[src/rtl/array_rw_ctrl.sv]
// Request-side controller for a single-port masked array: arbitrates write/read
// channels onto the RW port and returns read data through a 2-entry response buffer.
module array_rw_ctrl #(
    parameter int unsigned ADDR_W       = 8,
    parameter int unsigned DATA_W       = 24,
    parameter int unsigned MASK_SEG     = 2,
    parameter int unsigned STARVE_LIMIT = 4
) (
    input  logic                clock_i,
    input  logic                reset_n_i,
    input  logic                w_valid_i,
    output logic                w_ready_o,
    input  logic [ADDR_W-1:0]   w_addr_i,
    input  logic [MASK_SEG-1:0] w_mask_i,
    input  logic [DATA_W-1:0]   w_data_i,
    input  logic                r_valid_i,
    output logic                r_ready_o,
    input  logic [ADDR_W-1:0]   r_addr_i,
    output logic                resp_valid_o,
    input  logic                resp_ready_i,
    output logic [DATA_W-1:0]   resp_data_o,
    output logic                sram_en_o,
    output logic                sram_wmode_o,
    output logic [ADDR_W-1:0]   sram_addr_o,
    output logic [MASK_SEG-1:0] sram_wmask_o,
    output logic [DATA_W-1:0]   sram_wdata_o,
    input  logic [DATA_W-1:0]   sram_rdata_i
);

    localparam int unsigned CNT_W    = 2;
    localparam int unsigned STARVE_W = 4;
    localparam logic [STARVE_W-1:0] STARVE_MAX = STARVE_W'(STARVE_LIMIT);

    logic                inflight_q;
    logic [CNT_W-1:0]    count_q, count_d;
    logic                rd_ptr_q, wr_ptr_q;
    logic [DATA_W-1:0]   fifo_q [2];
    logic [STARVE_W-1:0] starve_q, starve_d;

    logic       resp_fire;
    logic [2:0] occupancy;
    logic       rd_ok, force_rd, grant_wr, grant_rd;

    assign resp_valid_o = (count_q != '0);
    assign resp_data_o  = fifo_q[rd_ptr_q];
    assign resp_fire    = resp_valid_o && resp_ready_i;

    // Space for another read once the buffered, in-flight and popping entries settle.
    assign occupancy = 3'(count_q) + 3'(inflight_q);
    assign rd_ok     = (occupancy - 3'(resp_fire)) <= 3'd1;

    // Grant: forced read first, then writes, then ordinary reads; nothing while in reset.
    always_comb begin
        force_rd = r_valid_i && rd_ok && (starve_q == STARVE_MAX);
        grant_wr = 1'b0;
        grant_rd = 1'b0;
        if (reset_n_i) begin
            if (force_rd) begin
                grant_rd = 1'b1;
            end else if (w_valid_i) begin
                grant_wr = 1'b1;
            end else if (r_valid_i && rd_ok) begin
                grant_rd = 1'b1;
            end
        end
    end

    assign w_ready_o    = grant_wr;
    assign r_ready_o    = grant_rd;
    assign sram_en_o    = grant_wr || grant_rd;
    assign sram_wmode_o = grant_wr;
    assign sram_addr_o  = grant_wr ? w_addr_i : (grant_rd ? r_addr_i : '0);
    assign sram_wmask_o = grant_wr ? w_mask_i : '0;
    assign sram_wdata_o = grant_wr ? w_data_i : '0;

    // Starvation counter and FIFO occupancy next-state.
    always_comb begin
        starve_d = starve_q;
        if (!r_valid_i || grant_rd) begin
            starve_d = '0;
        end else if (w_valid_i && grant_wr && (starve_q != STARVE_MAX)) begin
            starve_d = starve_q + STARVE_W'(1);
        end
        count_d = CNT_W'(count_q + CNT_W'(inflight_q) - CNT_W'(resp_fire));
    end

    always_ff @(posedge clock_i or negedge reset_n_i) begin
        if (!reset_n_i) begin
            inflight_q <= 1'b0;
            count_q    <= '0;
            rd_ptr_q   <= 1'b0;
            wr_ptr_q   <= 1'b0;
            starve_q   <= '0;
            for (int i = 0; i < 2; i++) begin
                fifo_q[i] <= '0;
            end
        end else begin
            inflight_q <= grant_rd;
            count_q    <= count_d;
            starve_q   <= starve_d;
            // Array data is only valid this one cycle; rd_ok guarantees a free slot.
            if (inflight_q) begin
                fifo_q[wr_ptr_q] <= sram_rdata_i;
                wr_ptr_q         <= ~wr_ptr_q;
            end
            if (resp_fire) begin
                rd_ptr_q <= ~rd_ptr_q;
            end
        end
    end

endmodule

[config.mk]
export PLATFORM = sky130hd
export DESIGN_NAME = array_rw_ctrl
export DESIGN_NICKNAME = d
export VERILOG_FILES = /design/src/rtl/array_rw_ctrl.sv
export SDC_FILE = /design/constraint.sdc
export NUM_CORES = 1
export LEC_CHECK = 0
export ABC_CLOCK_PERIOD_IN_PS = 3410
export CORE_UTILIZATION = 39
export CTS_BUF_LIST = sky130_fd_sc_hd__clkbuf_8
export CTS_CLUSTER_DIAMETER = 100
export CTS_CLUSTER_SIZE = 8
export DETAILED_ROUTE_END_ITERATION = 10
export PLACE_DENSITY = 0.8
export SLEW_MARGIN = 10
export SYNTH_ARGS = -nofsm -noshare
export SYNTH_HDL_FRONTEND = slang
export SYNTH_SLANG_ARGS = --single-unit
[constraint.sdc]
create_clock -name clock_i -period 3.41 [get_ports clock_i]
set_clock_uncertainty 0.1 [all_clocks]
set_input_delay 0.682 -clock clock_i [delete_from_list [all_inputs] [get_ports clock_i]]
set_output_delay 0.682 -clock clock_i [all_outputs]
set_load 0.02 [all_outputs]
=== Word level (Yosys, flattened, before mapping) ===
Index checks and enable logic that the tools add are counted.
W data, S select, Z words.

* Input bits: 71
* Output and inout bits: 63
* Bits in registers: 57
* Logic and storage cells: 52

* Multiplexer cells: 19
* Equality and inequality tests: 2
* Magnitude comparators: 4
* Reductions and logical operators: 11
* Bitwise gates (word level): 4
* $add $sub $neg: 5

{| class="wikitable"
|+ Operators with widths
! kind !! number
|-
| $mux W24 || 5
|-
| $bwmux W48 || 1
|-
| $demux W24 S1 || 1
|-
| $mux W8 || 2
|-
| $mux W4 || 2
|-
| $mux W1 || 7
|-
| $logic_and A1 B1 Y1 || 6
|-
| $add A4 B1 Y4 const B || 1
|-
| $eq A4 B3 Y1 const B || 1
|-
| $ge A2 B2 Y1 const B || 2
|-
| $ne A4 B3 Y1 const B || 1
|-
| $not A1 Y2 || 2
|-
| $reduce_bool A2 Y1 || 2
|-
| $add A2 B1 Y3 || 1
|-
| $le A3 B1 Y1 const B || 1
|-
| $sub A3 B1 Y3 || 1
|-
| $add A2 B1 Y2 || 1
|-
| $logic_or A1 B1 Y1 || 2
|-
| $lt A2 B1 Y1 const B || 1
|-
| $mux W2 || 1
|-
| $not A1 Y1 || 2
|-
| $sub A2 B1 Y2 || 1
|-
| $logic_not A1 Y1 || 1
|}

=== Longest topological paths before layout ===
Gate-level depths: netlist of the first run.

* Word-level depth: 12
* Depth in mapped cells: 10

=== Worst setup path after synthesis of the first run ===
OpenSTA, ideal clock, no wires.

* Path kind: register -> output
* Start: register count_q[1]
* End: output sram_addr_o[1]
* Data required time: 2628 ps
* Setup slack: -185 ps
* Cell stages (with the launch flop): 11
* Path buffers: 1
* Arrival time: 2813 ps
* Cells stage by stage: dfrtp_1 > or2_2 > and2_1 > ha_1 > inv_1 > ha_1 > fa_1 > nor2b_1 > o2111a_2 > buf_6 > a22o_1

* Word-level cells in the longest chain between the ends: 11

{| class="wikitable"
|+ RTL lines
! element !! line !! source
|-
| start: declaration || 35 || <nowiki>logic [CNT_W-1:0] count_q, count_d;</nowiki>
|-
| start signal: assignment || 99 || <nowiki>count_q <= count_d;</nowiki>
|-
| $reduce_bool A2 Y1 * || 44 || <nowiki>assign resp_valid_o = (count_q != '0);</nowiki>
|-
| named net resp_valid_o || 19 || <nowiki>output logic resp_valid_o,</nowiki>
|-
| $logic_and A1 B1 Y1 * || 46 || <nowiki>assign resp_fire = resp_valid_o && resp_ready_i;</nowiki>
|-
| named net resp_fire || 40 || <nowiki>logic resp_fire;</nowiki>
|-
| $sub A3 B1 Y3 * || 50 || <nowiki>assign rd_ok = (occupancy - 3'(resp_fire)) <= 3'd1;</nowiki>
|-
| $le A3 B1 Y1 * || 50 ||
|-
| $logic_and A1 B1 Y1 * || 54, 62 ||
|-
| $mux W1 || 62 || <nowiki>end else if (r_valid_i && rd_ok) begin</nowiki>
|-
| $mux W1 || 60 || <nowiki>end else if (w_valid_i) begin</nowiki>
|-
| $mux W1 * || 58 || <nowiki>if (force_rd) begin</nowiki>
|-
| $mux W1 * || 57 || <nowiki>if (reset_n_i) begin</nowiki>
|-
| named net r_ready_o || 17 || <nowiki>output logic r_ready_o,</nowiki>
|-
| $mux W8 * (2 in series) || 72 || <nowiki>assign sram_addr_o = grant_wr ? w_addr_i : (grant_rd ? r_addr_i : '0);</nowiki>
|-
| end: declaration || 24 || <nowiki>output logic [ADDR_W-1:0] sram_addr_o,</nowiki>
|}

The timed path passes the listed nets; every way through them passes the cells marked *.

=== Final worst setup path of the first run ===
* Start: register count_q[1]
* End: output sram_addr_o[0]

* Word-level cells in the longest chain between the ends: 11

{| class="wikitable"
|+ RTL lines
! element !! line
|-
| $reduce_bool A2 Y1 * || 44
|-
| $logic_and A1 B1 Y1 * || 46
|-
| named net resp_fire || 40
|-
| $sub A3 B1 Y3 * || 50
|-
| $le A3 B1 Y1 * || 50
|-
| $logic_and A1 B1 Y1 * || 54, 62
|-
| $mux W1 || 62
|-
| $mux W1 || 60
|-
| $mux W1 || 58
|-
| $mux W1 || 57
|-
| $mux W8 || 72
|-
| $mux W8 * || 72
|}

Marks and branches as above.

==> qor.yml, run 1 <==
grt_antenna_before_repair: 0
critical_path.startpoint_type: "flop"
drc: 0
synthMostInstantiatedCell: "mux2_2"
drt_pass_1_iters: 4
wire_length_of_the_first_global_routing_pass_mm: 12.2
min_period_over_period_pct: 111
area_growth_pct: 69.8
cts_sinks: 57
leakage_uw: 0.00216
final_max_slew_viol_count: 0
avgViaCountPerCell: 4.89
hold_class: "in2async"
placement.io_buffers: 133
synthesis.instances: 217
timing_worst_slew_pin_value_ns: 0.710
cap_viol_max_count: 0
required_ns: 2.63
netSwitchingPower_uw: 1210
synth_edf_count: 0
cts.reportedPaths.clkPinSlew_ns: 0.06
fill_cells: 500
grt_overflow_total: 0
setup_viol_count_final: 38
regToRegStartpoint: "count_q[1]"
synth_cell_type_count: 33
numCtsBuffers: 9
floorplan.initialDensity_pct: 41.3
synth_top_area_share_pct: 49.5
critical_path_buf_inv_count: 4
cts.htree.levels: 3
pwr-share-comb_pct: 53.1
floorplan.die.width_um: 88.0
drt_antenna_net_count: 0
crit_family: "adder cells"
fin_nets: 448
core_box_area_mm2: 0.00698
startpoint: "count_q[1]"
outcome: "complete, but fails checks"
postRouteWirelength_mm: 8.25
synth_top_area_cell: "dfrtp_1"
io_pins: 134
worstReg2RegEnd: "starve_q[2]"
worst_hold_slack_ns: 0.0649
worstPathMaxFanout: 7
yosys_warnings: 0
syn_nets: 293
rrSetupSlack_ns: 0.54
cp_cell_sequence: "or2_4 -> and2_4 -> ha_4 -> inv_2 -> ha_4 -> fa_2 -> nor2b_4 -> a31oi_4 -> buf_12 -> buf_12 -> a22o_1 -> buf_6"
antenna-diode-count: 0
place.detailed.hpwl_mm: 5.51
cell_types_with_the_largest_area_share_after_synthesis: "dfrtp_1, mux2_2, and2_1"
finalWorstPathRequiredPeriod_ns: 3.77
largest_net_degree_at_the_start_of_global_routing: 58
fp.dieArea_mm2: 0.00774
grt_setup_unrepaired: "true"
setup.worst_path.end_class: "output port"
power.internal_uw: 2350
clk_path_buf_depth: 2
clock-root-buffer: "clkbuf_8"
register_area_share_after_synthesis_pct: 49.5
first_iter_violations: 102
post-place-ws_ns: -0.933
switching_power_share_of_the_total_pct: 33.9
report.final.hold_viol_count: 0
setup_slack_ns: -0.359
critPathMaxStageDelay_ns: 0.45
timing_worst_setup_path_type: "reg2out"
critical_path.slowest_cell: "fa_2"
vdd_drop_max_v: 0.000574
pwr-share-clk_pct: 15.3
fmaxAchievable_mhz: 265
avgSynthCellArea_um2: 13.3
power.sequential.fraction_pct: 31.6
site_rows: 30
failed_checks: "negative setup slack"
detailroute.via_count: 2311
tritoncts_clock_tree: "yes"
crit_arrival_ns: 2.99
placed_cell_area_mm2: 0.00443
clock_latency_ns: 0.33
routabilityCongestion: 0.764
overall_fraction_of_global_route_tracks_in_use_pct: 21.6
final_design_area_no_fill_mm2: 0.00490
power-per-cell-area_mw_per_mm2: 726
max_slew_margin_pct: 52.7
grt_pass1_vias: 2478
worst_r2r_path_depth: 12
synth.cell_area_mm2: 0.00288
yosys_most_used_dff: "dfrtp_1"
floorplan.die.height_um: 88.0
detail_route.wl_per_cell_um: 17.4
synth_async_sr_flop_share_pct: 100
ys_top_cells_by_count: "mux2_2, dfrtp_1, and2_1"
layout_cell_share_with_drive_strength_beyond_1_pct: 51.5
register_bit_total_from_synthesis: 57
-- flip-flops by register name, indices dropped and copies added, names as in the netlist --
| signal | cells |
|---|---|
| fifo_q | 48 |
| rd_ptr_q | 1 |
| wr_ptr_q | 1 |
| inflight_q | 1 |
| count_q | 2 |
| starve_q | 4 |
-- per-layer routing --
layer,vias to the layer above,global-route usage (%),share of wire (%)
met3,23,4.81,4.1
met4,0,10.1,2.8
met5,-,0,0
met1,1158,24.8,39
met2,63,38.2,54
li1,1067,-,-
-- kinds of logic (layout without fill, tap and decap cells) --
kind of cell    count (synthesis)  after routing  share of synthesized area (%)
buf+inv                        21            181                           3.78
flops                          57             57                           49.5
simple gates                   41             41                           9.24
xor+xnor                        3              3                           1.17
compound gates                 18             18                           5.77
mux                            72             72                           28.1
fa+ha+maj                       5              5                           2.43
-- area by class of cell --
type	count	area, um2	share of cell area (%)
inverters	8	30.0	0.613
clock buffers	11	151	3.09
flip-flops and latches	57	1430	29.1
repair buffers	157	1630	33.4
well taps	96	120	2.45
multi-input cells	139	1510	30.8
clock inverters	5	23.8	0.486
-- what timing repair did --
item                                    in CTS  in global routing
endpoints found under the setup margin      38                 38
gates resized for setup                    262                 10
cloned                                       2                  1
hold buffers                                 0                  0
pin swaps                                   22                 24
hold endpoints to repair                     0                  0
buffers inserted                             8                  3
-- power by group through the flow --
stage	clock network (uW)	logic, uW	registers [uW]
CTS	560	1860	1120
detailed placement	0	1760	1140
finish	545	1890	1120
floorplan	0	1070	1090
global route	592	2000	1160
global placement	0	1740	1110
-- metrics by stage --
| step | TNS [ns] | total power (uW) | utilization [%] | std cells |
|---|---|---|---|---|
| 6_report | -10.21 | 3550 | 70.1 | 473 |
| 5_1_grt | -12.90 | 3760 | 70.1 | 473 |
| 4_1_cts | -12.21 | 3550 | 69.6 | 471 |
| 3_5_place_dp | -31.77 | 2890 | 63.4 | 445 |
| 3_3_place_gp | -30.28 | 2850 | 63.4 | 445 |
| 2_1_floorplan | 0 | 2160 | - | 217 |
-- placed cells by master, fill, tap and decap left out, types with 2 or more instances in the layout --
master	netlist	layout
buf_4	1	14
o21ai_0	3	3
a22o_1	7	2
mux2_2	72	72
ha_1	4	2
inv_1	8	10
ha_4	0	2
clkbuf_8	0	11
clkdlybuf4s50_1	0	93
and2_4	0	27
buf_12	0	3
a211oi_1	2	2
buf_6	2	43
xor2_1	2	2
nor2b_1	4	2
a22o_4	1	6
dfrtp_1	57	57
-- worst max-delay path by stage --
stage	to	depth (start not counted)	slack (ns)
final	sram_addr_o[0]	12	-0.36
after global routing	sram_addr_o[0]	12	-0.42
after floorplan	sram_wdata_o[10]	10	0.02
after global placement	sram_addr_o[4]	11	-0.87
after CTS	sram_addr_o[0]	12	-0.39
after detailed placement	sram_addr_o[6]	11	-0.93
No activity file was read; power rests on OpenSTA's default activity.
==> inputs of run 2 (changes only) <==
Settings changed: ABC_CLOCK_PERIOD_IN_PS 3410 to 3500, CORE_UTILIZATION 39 to 43, PLACE_DENSITY 0.8 to 0.83.
Clock period 3.41 ns to 3.5 ns, I/O delays scaled along.
==> qor.yml, run 2 (synthesis results as in run 1) <==
final_max_slew_viol_count: 0
drt_antenna_net_count: 0
number_of_flip_flops_in_the_largest_register: 48
critPathMaxStageDelay_ns: 0.45
worst_r2r_path_depth: 12
hold_class: "in2async"
max_slew_margin_pct: 54.3
fp.dieArea_mm2: 0.00704
sequential_cell_area_mm2: 0.00143
setup_viol_count_final: 37
grt_antenna_before_repair: 0
floorplan.die.height_um: 83.9
fin_nets: 445
critical_path_buf_inv_count: 5
tritoncts_clock_tree: "yes"
commonest_non_fill_non_tap_cells_in_the_layout: "clkdlybuf4s50_1, mux2_2, dfrtp_1"
min_period_over_period_pct: 107
most_prevalent_standard_cell_on_the_critical_path: "ha_4"
reg.largest.list: "fifo_q (48), starve_q (4), count_q (2)"
vdd_drop_max_v: 0.000558
finalWorstPathRequiredPeriod_ns: 3.75
rrSetupSlack_ns: 0.62
fill_cells: 415
largest_net_degree_at_the_start_of_global_routing: 57
setup.worst_path.end_class: "output port"
wire_length_of_the_first_global_routing_pass_mm: 12.9
core_box_area_mm2: 0.00642
site_rows: 29
cp_cell_sequence: "dlygate4sd2_1 -> and2_4 -> ha_4 -> inv_2 -> ha_4 -> fa_2 -> nor2b_4 -> a31oi_4 -> buf_12 -> buf_16 -> a22o_1 -> buf_6"
area_growth_pct: 68.3
crit_family: "adder cells"
clk_path_buf_depth: 2
antenna-diode-count: 0
worstReg2RegEnd: "starve_q[2]"
avgViaCountPerCell: 5.09
critical_path.startpoint_type: "input port"
required_ns: 2.70
dr_wl_met2_mm: 4.42
setup_slack_ns: -0.254
detailroute.wirelength.met3_um: 352
timing_worst_slew_pin_value_ns: 0.686
detailroute.via_count: 2295
wirelength_met1_mm: 3.13
final_cell_count_no_fill: 451
drc: 10
leakage_uw: 0.00214
postRouteWirelength_mm: 8.03
layout_cell_share_with_drive_strength_beyond_1_pct: 50.3
placement.io_buffers: 133
setup-tns-final_ns: -6.36
detail_route.wl_per_cell_um: 17.8
power-per-cell-area_mw_per_mm2: 751
fmaxAchievable_mhz: 266
first_iter_violations: 76
cts_sinks: 57
final_common_cell: "clkdlybuf4s50_1"
report.final.hold_viol_count: 0
regToRegStartpoint: "count_q[0]"
crit_arrival_ns: 2.95
grt_setup_unrepaired: "true"
multi_input_comb_area_mm2: 0.00147
grt_pass1_vias: 2491
io_pins: 134
dp.cells: 423
floorplan.die.width_um: 83.9
cap_viol_max_count: 0
worstPathMaxFanout: 8
critical_path.slowest_cell: "fa_2"
cts.reportedPaths.clkPinSlew_ns: 0.06
routabilityCongestion: 0.820
top_signal_layer_used: "met4"
grt_overflow_total: 0
drt_pass_1_iters: 7
failed_checks: "design-rule violations, negative setup slack"
floorplan.initialDensity_pct: 44.9
overall_fraction_of_global_route_tracks_in_use_pct: 24.1
clock-root-buffer: "clkbuf_8"
outcome: "complete, but fails checks"
cts.htree.levels: 3
numCtsBuffers: 9
timing_worst_setup_path_type: "in2out"
clock_latency_ns: 0.32
largest_register_by_flop_count: "fifo_q"
place.detailed.hpwl_mm: 5.11
## run 2: changes by cell type in the layout (fill, tap and decap cells not counted), sizes merged
cell / before / now
o2111a: 1 / 2
clkinvlp: 1 / 0
inv: 11 / 10
buf: 62 / 59
bufinv: 0 / 2
clkbuf: 12 / 11
## run 2: routing by layer
metal	track usage (%)	up-vias
li1	-	1070
met1	26.0	1143
met2	44.8	68
met3	5.93	14
met4	10.0	0
met5	0	-
## run 2: area by class of cell
cell class                      count  share of cell area (%)
Multi-Input combinational cell    140                    30.4
Timing Repair Buffer              153                    32.9
Tap cell                           77                    1.99
Inverter                            8                   0.619
Clock inverter                      5                    1.60
Sequential cell                    57                    29.4
Clock buffer                       11                    3.12
## run 2: power breakdown
| group | switching [uW] | leakage, uW | internal (uW) |
|---|---|---|---|
| Sequential | 143 | 0.000697 | 953 |
| Combinational | 799 | 0.00132 | 1060 |
| Clock | 255 | 0.000121 | 438 |
## run 2: timing repair
item,4_1_cts,5_1_grt
endpoints found under the hold margin,0,0
setup buffers,6,3
hold buffers,0,0
pin swaps,34,6
gates resized for setup,265,1
setup endpoints to repair,38,38
gates cloned,4,0
## run 2: metrics by stage
step / utilization, % / hold slack, ns / power, uW / worst slack, ns / cell area, um2
floorplan: - / 0.304 / 2090 / -0.0436 / 2920
global placement: 67.5 / 0.381 / 2750 / -0.851 / 4340
detailed placement: 67.5 / 0.388 / 2800 / -0.898 / 4340
CTS: 75.6 / 0.0837 / 3650 / -0.236 / 4850
global route: 75.6 / 0.0888 / 3830 / -0.314 / 4850
finish: 75.6 / 0.100 / 3650 / -0.254 / 4850
## run 2: how the worst max path moves through the flow
stage | cells after the start | start | endpoint | slack [ns]
after floorplan | 10 | count_q[1] | sram_addr_o[1] | -0.04
after global placement | 10 | resp_ready_i | sram_addr_o[5] | -0.85
after detailed placement | 10 | resp_ready_i | sram_addr_o[6] | -0.90
after CTS | 12 | count_q[0] | sram_addr_o[4] | -0.24
after global routing | 12 | count_q[0] | sram_addr_o[2] | -0.31
final | 12 | resp_ready_i | sram_addr_o[2] | -0.25
